## src/rtl/seg_scan_ctrl.sv

```systemverilog
// seg_scan_ctrl: scan scheduler for a 6-digit multiplexed seven-segment display.
// Shares one segment bus across six active-low digit enables. A shadow copy of
// the BCD data is reloaded only at frame wrap (or while idle), so a frame never
// mixes old and new digits.
//
//   state | meaning
//   ------+-----------------------------------------------------------
//   IDLE  | display off, prescaler held at 0, digit index parked at 0
//   SHOW  | current digit enabled, segments decoded from shadow
//   BLANK | all digits off between two digits (ghost suppression)
//
// All outputs are registered from next-state values, so dig_sel/seg move on
// the same edge as the state register.

module seg_scan_ctrl #(
    parameter int DIV         = 50000,
    parameter int SHOW_TICKS  = 4,
    parameter int BLANK_TICKS = 1,
    parameter int LZB         = 1
) (
    input  logic        mclk,
    input  logic        rst,
    input  logic        en,
    input  logic        upd_req,
    input  logic [23:0] bcd_in,
    output logic        upd_ack,
    output logic [5:0]  dig_sel,
    output logic [6:0]  seg,
    output logic [2:0]  dig_idx,
    output logic        frame_done
);

    localparam int CW     = (DIV > 1) ? $clog2(DIV) : 1;
    localparam int PH_MAX = (SHOW_TICKS > BLANK_TICKS) ? SHOW_TICKS : BLANK_TICKS;
    localparam int PW     = (PH_MAX > 1) ? $clog2(PH_MAX) : 1;

    localparam logic [CW-1:0] CNT_TC   = CW'(DIV - 1);
    localparam logic [PW-1:0] SHOW_LD  = PW'(SHOW_TICKS - 1);
    localparam logic [PW-1:0] BLANK_LD = PW'((BLANK_TICKS > 0) ? BLANK_TICKS - 1 : 0);

    typedef enum logic [1:0] {
        IDLE  = 2'd0,
        SHOW  = 2'd1,
        BLANK = 2'd2
    } state_t;

    state_t        state, state_d;
    logic [CW-1:0] cnt;
    logic          tick;
    logic [PW-1:0] phase, phase_d;
    logic [2:0]    idx_d;
    logic [23:0]   shadow, shadow_d;
    logic          ack_d, frame_d, advance;
    logic [5:0]    sel_d;
    logic [6:0]    seg_d;
    logic [3:0]    digit;

    function automatic logic [6:0] decode(input logic [3:0] d);
        logic [6:0] s;
        case (d)
            4'd0:    s = 7'h7E;
            4'd1:    s = 7'h30;
            4'd2:    s = 7'h6D;
            4'd3:    s = 7'h79;
            4'd4:    s = 7'h33;
            4'd5:    s = 7'h5B;
            4'd6:    s = 7'h5F;
            4'd7:    s = 7'h70;
            4'd8:    s = 7'h7F;
            4'd9:    s = 7'h7B;
            default: s = 7'h00;
        endcase
        return s;
    endfunction

    // True when digit idx and every digit above it are zero.
    function automatic logic lead_zero(input logic [23:0] d, input logic [2:0] idx);
        logic nz;
        nz = 1'b0;
        for (int k = 0; k < 6; k++) begin
            if (k >= int'(idx) && d[4*k +: 4] != 4'h0) nz = 1'b1;
        end
        return !nz;
    endfunction

    assign tick = (state != IDLE) && (cnt == CNT_TC);

    // Scan prescaler: free-runs while scanning, parked at 0 in IDLE.
    always_ff @(posedge mclk or negedge rst) begin
        if (!rst)               cnt <= '0;
        else if (state == IDLE) cnt <= '0;
        else if (tick)          cnt <= '0;
        else                    cnt <= cnt + CW'(1);
    end

    // Next-state, digit index and shadow-load decisions.
    always_comb begin
        state_d  = state;
        phase_d  = phase;
        idx_d    = dig_idx;
        shadow_d = shadow;
        ack_d    = 1'b0;
        frame_d  = 1'b0;
        advance  = 1'b0;

        unique case (state)
            IDLE: begin
                idx_d = 3'd0;
                // upd_ack guard stops a requester that is still dropping its
                // request from getting a second ack on the following cycle.
                if (upd_req && !upd_ack) begin
                    shadow_d = bcd_in;
                    ack_d    = 1'b1;
                end
                if (en) begin
                    state_d = SHOW;
                    phase_d = SHOW_LD;
                end
            end
            SHOW: begin
                if (tick) begin
                    if (phase == '0) begin
                        if (BLANK_TICKS > 0) begin
                            state_d = BLANK;
                            phase_d = BLANK_LD;
                        end else begin
                            advance = 1'b1;
                        end
                    end else begin
                        phase_d = phase - PW'(1);
                    end
                end
            end
            BLANK: begin
                if (tick) begin
                    if (phase == '0) advance = 1'b1;
                    else             phase_d = phase - PW'(1);
                end
            end
            default: state_d = IDLE;
        endcase

        if (advance) begin
            state_d = SHOW;
            phase_d = SHOW_LD;
            if (dig_idx == 3'd5) begin
                idx_d   = 3'd0;
                frame_d = 1'b1;
                if (upd_req) begin
                    shadow_d = bcd_in;
                    ack_d    = 1'b1;
                end
            end else begin
                idx_d = dig_idx + 3'd1;
            end
        end

        if (!en && state != IDLE) begin
            state_d  = IDLE;
            phase_d  = '0;
            idx_d    = 3'd0;
            shadow_d = shadow;
            ack_d    = 1'b0;
            frame_d  = 1'b0;
        end
    end

    // Display outputs derived from next state so they register with it; the
    // next shadow is used so reloaded data appears on digit 0 immediately.
    always_comb begin
        sel_d = 6'h3F;
        seg_d = 7'h00;
        digit = shadow_d[{idx_d, 2'b00} +: 4];
        if (state_d == SHOW) begin
            sel_d[idx_d] = 1'b0;
            if (LZB != 0 && idx_d != 3'd0 && lead_zero(shadow_d, idx_d)) seg_d = 7'h00;
            else                                                         seg_d = decode(digit);
        end
    end

    // State, shadow and registered outputs.
    always_ff @(posedge mclk or negedge rst) begin
        if (!rst) begin
            state      <= IDLE;
            phase      <= '0;
            dig_idx    <= 3'd0;
            shadow     <= 24'h0;
            upd_ack    <= 1'b0;
            frame_done <= 1'b0;
            dig_sel    <= 6'h3F;
            seg        <= 7'h00;
        end else begin
            state      <= state_d;
            phase      <= phase_d;
            dig_idx    <= idx_d;
            shadow     <= shadow_d;
            upd_ack    <= ack_d;
            frame_done <= frame_d;
            dig_sel    <= sel_d;
            seg        <= seg_d;
        end
    end

endmodule

```

## config.mk

```make
export PLATFORM = sky130hd
export DESIGN_NAME = seg_scan_ctrl
export DESIGN_NICKNAME = d
export VERILOG_FILES = /design/src/rtl/seg_scan_ctrl.sv
export SDC_FILE = /design/constraint.sdc
export NUM_CORES = 1
export LEC_CHECK = 0
export CAP_MARGIN = 20
export CORE_UTILIZATION = 55
export DETAILED_ROUTE_END_ITERATION = 8
export GPL_TIMING_DRIVEN = 0
export PLACE_DENSITY = 0.79
export SYNTH_ARGS = -nofsm -noshare
export SYNTH_HDL_FRONTEND = slang
export SYNTH_SLANG_ARGS = --single-unit
```

## constraint.sdc

```tcl
create_clock -name mclk -period 5.8 [get_ports mclk]
set_input_delay 1.16 -clock mclk [delete_from_list [all_inputs] [get_ports mclk]]
set_output_delay 1.16 -clock mclk [all_outputs]
set_load 0.02 [all_outputs]
```

# Yosys cells after proc, flatten, opt, wreduce, memory -nomap -nowiden
# Memory sizes are Yosys's and may differ from the RTL's.
# Cells that the tools add are included.
# op_classes
add_sub_neg	3
div_mod_pow	0
muxes	50
bitwise	1
magnitude_cmp	8
multipliers	0
shifts	1
reduce_logical	26
n_eq_ne	9
# op_table
operator	n
24-bit two-way mux	6
16-bit two-way mux	2
2-bit two-way mux	12
4-bit nonzero test	6
24-bit by 6-bit variable part select with 4-bit output	1
1-bit two-way mux	20
16-bit by 1-bit adder with 16-bit output (second input constant)	1
16-bit == test (second input constant)	1
7-bit two-way mux	2
3-bit two-way mux	4
4-bit inequality test (second input constant)	3
2-bit case mux with 3 select lines	2
1-bit logical AND	11
1-bit by 3-bit greater-or-equal comparator with 1-bit output (first input constant)	2
2-bit by 3-bit greater-or-equal comparator with 1-bit output (first input constant)	2
3-bit greater-or-equal comparator (first input constant)	2
6-bit two-way mux	1
6-bit inverter	1
5-bit AND reduction	1
5-bit nonzero test	1
2-bit by 1-bit == test with 1-bit output (second input constant)	2
2-bit zero test	2
3-bit by 4-bit < comparator with 1-bit output (second input constant)	1
4-bit by 3-bit inequality test with 1-bit output (second input constant)	1
9 further kinds	11
# word_totals
latch_bits	0
in_bits	28
rom_bits	112
mem_count	1
out_inout_bits	18
ramBits	0
word_cells	108
reg_bits	62
# mem_list
name	depth	width	rd	rd_clocked_by_memory_dff	wr	line	text
(no name shown)	16	7	1	0	0	60	case (d)

# Longest topological paths before layout
# Gate-level depths: netlist (run 1).
# depth
ltp_word	21
ltp_mapped	16
mapped_depth_nobuf	15

# Worst setup path before layout (run 1)
# Ideal clock, no wire load.
# synth_path
path_type	register to register
start	register state[0]
end	register seg[0]
t_required_ns	5.718
stages_incl_launch_ff	16
n_path_buf	1
setup_ns	0.082
setup_slack_ns	1.668
t_arrival_ns	4.050
synth_period_minus_slack_ns	4.132
cell_sequence	dfrtp_1 -> inv_1 -> ha_1 -> or4_4 -> nor4b_4 -> and3_4 -> nor2_2 -> buf_6 -> inv_2 -> mux2_2 -> a211o_1 -> a21oi_1 -> inv_1 -> ha_1 -> or4_1 -> a31oi_1
# synth_via
elab_chain_cells	19
elab_cells_between_ends	55
cone_classes	order compare (6); eq/ne (3); shift (1); mux (25); reduce/logical (19); memory (1)
# synth_lines
item	line	text
start: declaration	47	state_t state, state_d;
start signal: assignment	193	state <= state_d;
2-bit zero test / 2-bit nonzero test (equally long branches)	106, 86, 158	
24-bit two-way mux / 1-bit logical AND (equally long branches)	106, 86	
24-bit two-way mux / 1-bit two-way mux (equally long branches)	149, 135	
24-bit two-way mux / 1-bit two-way mux (equally long branches)	n/a	
24-bit two-way mux	143	if (advance) begin
24-bit two-way mux (*)	158	if (!en && state != IDLE) begin
via shadow_d[1]	52	logic [23:0] shadow, shadow_d;
branches (longest 11 deep; another with memory read 16 x 7 bit)	n/a	
7-bit two-way mux (*)	176	if (LZB != 0 && idx_d != 3'd0 && lead_zero(shadow_d, idx_d)) seg_d = 7'h00;
7-bit two-way mux (*)	174	if (state_d == SHOW) begin
via seg_d[0]	55	logic [6:0] seg_d;
end signal: assignment	200	seg <= seg_d;
end: declaration	28	output logic [6:0] seg,
# Mark *: on every way through the listed nets, which the timed path passes. The select of a mux whose other input is x is not followed.
# A chain may end at the register's enable or synchronous reset.

# Final worst setup path (run 1)
# Same ends and word-level chain as after synthesis.

==> results of run 1 <==
==> how the worst max path moves through the flow <==
stage / start / endpoint / slack [ns]
2_1_floorplan: state[0] / seg[0] / 1.67
3_3_place_gp: en / seg[0] / 0.86
3_5_place_dp: en / seg[0] / 0.81
4_1_cts: state[0] / seg[0] / 1.07
5_1_grt: state[0] / seg[0] / 0.72
6_report: state[0] / seg[0] / 1.03
==> cell usage in the layout (no fill, tap or decap), drive strengths merged, types with 9 or more instances in the layout <==
master	n
a21oi	9
clkbuf	23
clkdlybuf4s50	44
dfrtp	56
ha	14
inv	20
mux2	13
nand2	50
nand3	18
nor2	30
o21ai	16
xnor2	10
==> final cells by class <==
type	count	area [sq um]	share of cell area, %
multi-input cells	267	1770	41.9
plain buffers	15	77.6	1.83
flip-flops and latches	62	1560	36.8
repair buffers	46	465	11.0
well taps	75	93.8	2.22
inverters	20	75.1	1.77
clock inverters	2	35.0	0.828
clock buffers	14	153	3.61
==> layer usage <==
layer	vias to the layer above	track usage, %	wire [um]
li1	1401	-	-
met1	1436	39.4	3800
met2	124	41.8	3750
met3	15	5.11	490
met4	0	14.6	139
met5	-	0	0
==> per-stage QoR <==
| stage | util, % | area (sq um) | power (uW) | hold slack (ns) | instances |
|---|---|---|---|---|---|
| final | 70.2 | 4230 | 1710 | 0.458 | 501 |
| after global routing | 70.2 | 4230 | 1830 | 0.494 | 501 |
| after CTS | 70.2 | 4230 | 1710 | 0.463 | 501 |
| after detailed placement | 67.1 | 4040 | 1340 | 0.454 | 485 |
| after global placement | 66.9 | 4030 | 1310 | 0.444 | 484 |
| after floorplan | - | 3480 | 1130 | 0.425 | 364 |
==> power by group <==
group | leakage (uW) | internal (uW) | switching [uW]
Combinational | 0.00100 | 304 | 401
Clock | 0.0000947 | 211 | 160
Sequential | 0.000787 | 560 | 77.6
Total | 0.00188 | 1080 | 639
==> state kept, by name, indices dropped and copies added, names as in the netlist <==
register,flops
shadow,24
cnt,16
seg,7
dig_sel,6
dig_idx,3
phase,2
state,2
frame_done,1
upd_ack,1
==> cells in the mapped netlist, types with 8 or more instances <==
cell type,number
xnor2_1,10
o21ai_0,16
nand2_1,50
clkbuf_1,9
nor3_1,8
mux2_2,13
mux2i_1,8
dfrtp_1,56
inv_1,19
a21oi_1,8
a31oi_1,8
nand3_1,18
nor2_1,28
ha_1,14
==> critical path: stages, from the launching register on <==
cell and delay [ns]:
dfrtp_1 0.42, inv_1 0.12, ha_1 0.32, or4_4 0.60, nor4b_4 0.36, and3_4 0.28
nor2_2 0.05, buf_6 0.15, inv_2 0.17, mux2_2 0.37, a211o_1 0.31, a21oi_1 0.49
inv_1 0.14, ha_1 0.23, or4_1 0.53, a31oi_1 0.14
==> logic make-up (layout without fill, tap and decap cells) <==
logic type	count (synthesis)	count (layout)	synth area share (%)
buffers and inverters	35	97	4.38
and+or+nand+nor	153	153	22.5
adders and majority gates	14	14	5.03
AOI/OAI and AO/OA	64	64	12.6
muxes	22	22	7.15
DFF	62	62	44.7
xor gates and xnor gates	14	14	3.52
==> flow_metrics.tcl, run 1 <==
set metrics [dict create \
    cp_data_arrival_time_ns 5.02 \
    synth_top_area_cell "dfrtp_1" \
    clk_latency_ns 0.33 \
    synthTopCellsByArea "dfrtp_1 (40%), nand2_1 (5.4%), ha_1 (5.0%)" \
    htree_num_levels 3 \
    antenna_found_initial 0 \
    synthArstFlopShare_pct 100 \
    synth.distinct_cells 61 \
    postCtsHoldBufs 0 \
    rows 28 \
    fin_crit_sh_pct 82.2 \
    synth_edf_count 0 \
    post_cts_buffers 0 \
    finalSetupTns_ns 0 \
    firstDrtPassIters 7 \
    drt_iter0_drc 168 \
    grt_pass1_wl_um 13900 \
    reg2reg_depth 15 \
    n_fill_cell 477 \
    cts.repair.resized 0 \
    drive_gt1_share_pct 12.0 \
    clockBufferDepth 2 \
    clock-sinks 62 \
    io_buffers 45 \
    ys_seq_area_share_pct 44.7 \
    final_antenna_net_count 0 \
    preCtsSetupSlack_ns 0.815 \
    syn-num-nets 406 \
    clockRootBuffer "clkbuf_8" \
    period_needed_ns 4.77 \
    status "finished clean" \
    cts.clk_slew.worst_paths_ns 0.07 \
    nNetsFinal 463 \
    yosys_warnings 0 \
    numCtsBuffers 9 \
    track_usage_pct 28.2 \
    r2r-start "state[0]" \
    leakagePower_uw 0.00188 \
    holdCritPathClass "reg2reg" \
    rsz0062_at_grt "no" \
    synth_top_area_share_pct 40.2 \
    syn-cell-area_sq_um 3480 \
    timing.rr.end "seg[0]" \
    worst_pin_slew_ns 0.671 \
    fp.dieW_um 81.6 \
    fmax_mhz 210 \
    synth_seq_cells 62 \
    start_kind "flop" \
    area_delta_synth_final_pct 21.4 \
    hp-start "cnt[0]" \
    start_util_pct 57.8 \
    grt_pass1_vias 2893 \
    rrSetupSlack_ns 1.03 \
    synth.avg_cell_area_sq_um 9.57 \
    diodes 0 \
    crit_type "reg2reg" \
    grt_max_degree 35 \
    maxCapViolCount 0 \
    hold_viol 0 \
    post-dp-hpwl_um 6060 \
    die_y_um 81.6 \
    path_max_fanout 10 \
    vias 2976 \
    final-setup-viol-count 0 \
    vias_per_cell 5.94 \
    routed_wirelength_um 8180 \
    skew_ns 0.00743 \
    hold_depth 1 \
    slew_violations 0 \
    tritoncts "built" \
    end_kind "flop" \
    slew_headroom_pct 55.3 \
    routabilityCongestion 0.887 \
    grt-ovfl-total 0 \
    critPathRequiredTime_ns 6.05 \
    coreArea_sq_um 6030 \
    synthesis.instances 364 \
    io_pins 46 \
    ys.flop_type "dfrtp_1" \
    die_area_sq_um 6660 \
    setup_ws_ns 1.03 \
    power_density_nw_per_um2 405 \
    detail_route.wl_per_cell_um 16.3 \
    vdd_drop_max_v 0.000263 \
    drc 0 \
    hold_path_end "cnt[0]" \
]
Note: power is estimated with default switching activity, not from simulation.
==> run 2: changes to the inputs <==
==> constraint.sdc (replaced) <==
create_clock -name mclk -period 4.9 [get_ports mclk]
set_input_delay 0.98 -clock mclk [delete_from_list [all_inputs] [get_ports mclk]]
set_output_delay 0.98 -clock mclk [all_outputs]
set_load 0.02 [all_outputs]
==> flow_metrics.tcl, run 2 (synthesis gave the netlist of run 1 again) <==
set metrics [dict create \
    area_delta_synth_final_pct 21.5 \
    maxCapViolCount 0 \
    routed_wirelength_um 8210 \
    vias_per_cell 5.94 \
    vdd_drop_max_v 0.000312 \
    crit_type "reg2reg" \
    regMostFlops "shadow" \
    coreArea_sq_um 6030 \
    numCtsBuffers 9 \
    grt_pass1_vias 2893 \
    clockRootBuffer "clkbuf_8" \
    drt_iter0_drc 217 \
    critPathRequiredTime_ns 5.15 \
    vias 2976 \
    final_antenna_net_count 0 \
    skew_ns 0.00796 \
    period_needed_ns 4.57 \
    slew_headroom_pct 55.3 \
    io_buffers 45 \
    fin_crit_sh_pct 93.2 \
    grt_pass1_wl_um 13900 \
    rrSetupSlack_ns 0.33 \
    tritoncts "built" \
    nNetsFinal 463 \
    postCtsHoldBufs 0 \
    final-setup-viol-count 0 \
    largest_reg_flops 24 \
    dp.cells 485 \
    finalSetupTns_ns 0 \
    clockBufferDepth 2 \
    clock-sinks 62 \
    fmax_mhz 219 \
    leakagePower_uw 0.00188 \
    preCtsSetupSlack_ns 0.0946 \
    status "finished clean" \
    path_max_fanout 10 \
    firstDrtPassIters 5 \
    layout_commonest_cell "dfrtp_1" \
    detail_route.wl_per_cell_um 16.4 \
    start_kind "flop" \
    crit_slowest_cell "or4_4" \
    fp.dieW_um 81.6 \
    rsz0062_at_grt "no" \
    hold_viol 0 \
    cpPeakStageDelay_ns 0.60 \
    drc 0 \
    path_delay_family "simple AND/OR/NAND/NOR gates" \
    die_y_um 81.6 \
    place_area_sq_um 4040 \
    holdCritPathClass "reg2reg" \
    end_kind "flop" \
    cp_data_arrival_time_ns 4.82 \
    io_pins 46 \
    drive_gt1_share_pct 12.2 \
    top_regs "shadow: 24 flops, cnt: 16 flops, seg: 7 flops" \
    slew_violations 0 \
    power_density_nw_per_um2 480 \
    clk_latency_ns 0.33 \
    antenna_found_initial 0 \
    diodes 0 \
    cts.clk_slew.worst_paths_ns 0.07 \
    routabilityCongestion 0.887 \
    start_util_pct 57.8 \
    htree_num_levels 3 \
    grt_max_degree 35 \
    path_cells "inv_1 -> ha_1 -> or4_4 -> nor4b_4 -> and3_4 -> nor2_2 -> buf_6 -> inv_2 -> mux2_2 -> a211o_1 -> a21oi_2 -> inv_1 -> ha_1 -> or4_1 -> a31oi_1" \
    cp_num_buf_inv 4 \
    worst_pin_slew_ns 0.671 \
    grt-ovfl-total 0 \
    stdcell_count 501 \
    post-dp-hpwl_um 6060 \
    rows 28 \
    postLayoutCellArea_sq_um 4240 \
    die_area_sq_um 6660 \
    setup_ws_ns 0.335 \
    layout_common_cells "dfrtp_1 (56), nand2_1 (50), clkdlybuf4s50_1 (44)" \
    track_usage_pct 28.2 \
]
==> run 2: cell counts in the layout (fill, tap and decap cells not counted) <==
Identical to the previous run, type by type.
==> run 2: worst paths after layout <==
path / startpoint / endpoint / cells past startpoint
max: state[0] / seg[0] / 15
min: cnt[0] / cnt[0] / 1
max reg2reg: state[0] / seg[0] / 15
min reg2reg: cnt[0] / cnt[0] / 1
max in group asynchronous: rst / seg[3] / 2
min in group asynchronous: rst / cnt[12] / 1
==> run 2: area by class of cell <==
type | count | area, sq um
Inverter | 20 | 75.1
Sequential cell | 62 | 1560
Clock buffer | 14 | 153
Fill cell | 475 | 1790
Buffer | 15 | 77.6
Tap cell | 75 | 93.8
Multi-Input combinational cell | 267 | 1780
Clock inverter | 2 | 35.0
Timing Repair Buffer | 46 | 465
==> run 2: stage by stage <==
step	util, %	hold slack, ns	total power [uW]
6_report	70.3	0.458	2030
5_1_grt	70.3	0.494	2170
4_1_cts	70.2	0.463	2030
3_5_place_dp	67.1	0.454	1590
3_3_place_gp	66.9	0.444	1550
2_1_floorplan	-	0.425	1330
==> run 2: per-layer routing <==
metal,part of all wire [%],up-vias,global-route usage (%)
met5,0,-,0
met4,1.9,0,14.6
met3,5.5,15,5.11
met2,46,121,41.8
met1,47,1436,39.4
li1,-,1404,-
==> run 2: what timing repair did <==
action                     CTS  global route
resized for setup            0             1
setup endpoints to repair    0             2
setup buffers                0             0
==> run 2: power by group <==
part / leakage, uW / internal (uW) / switching, uW / total (uW)
sequential: 0.000787 / 663 / 90.7 / 754
combinational: 0.00100 / 362 / 478 / 840
clock: 0.0000947 / 249 / 191 / 441
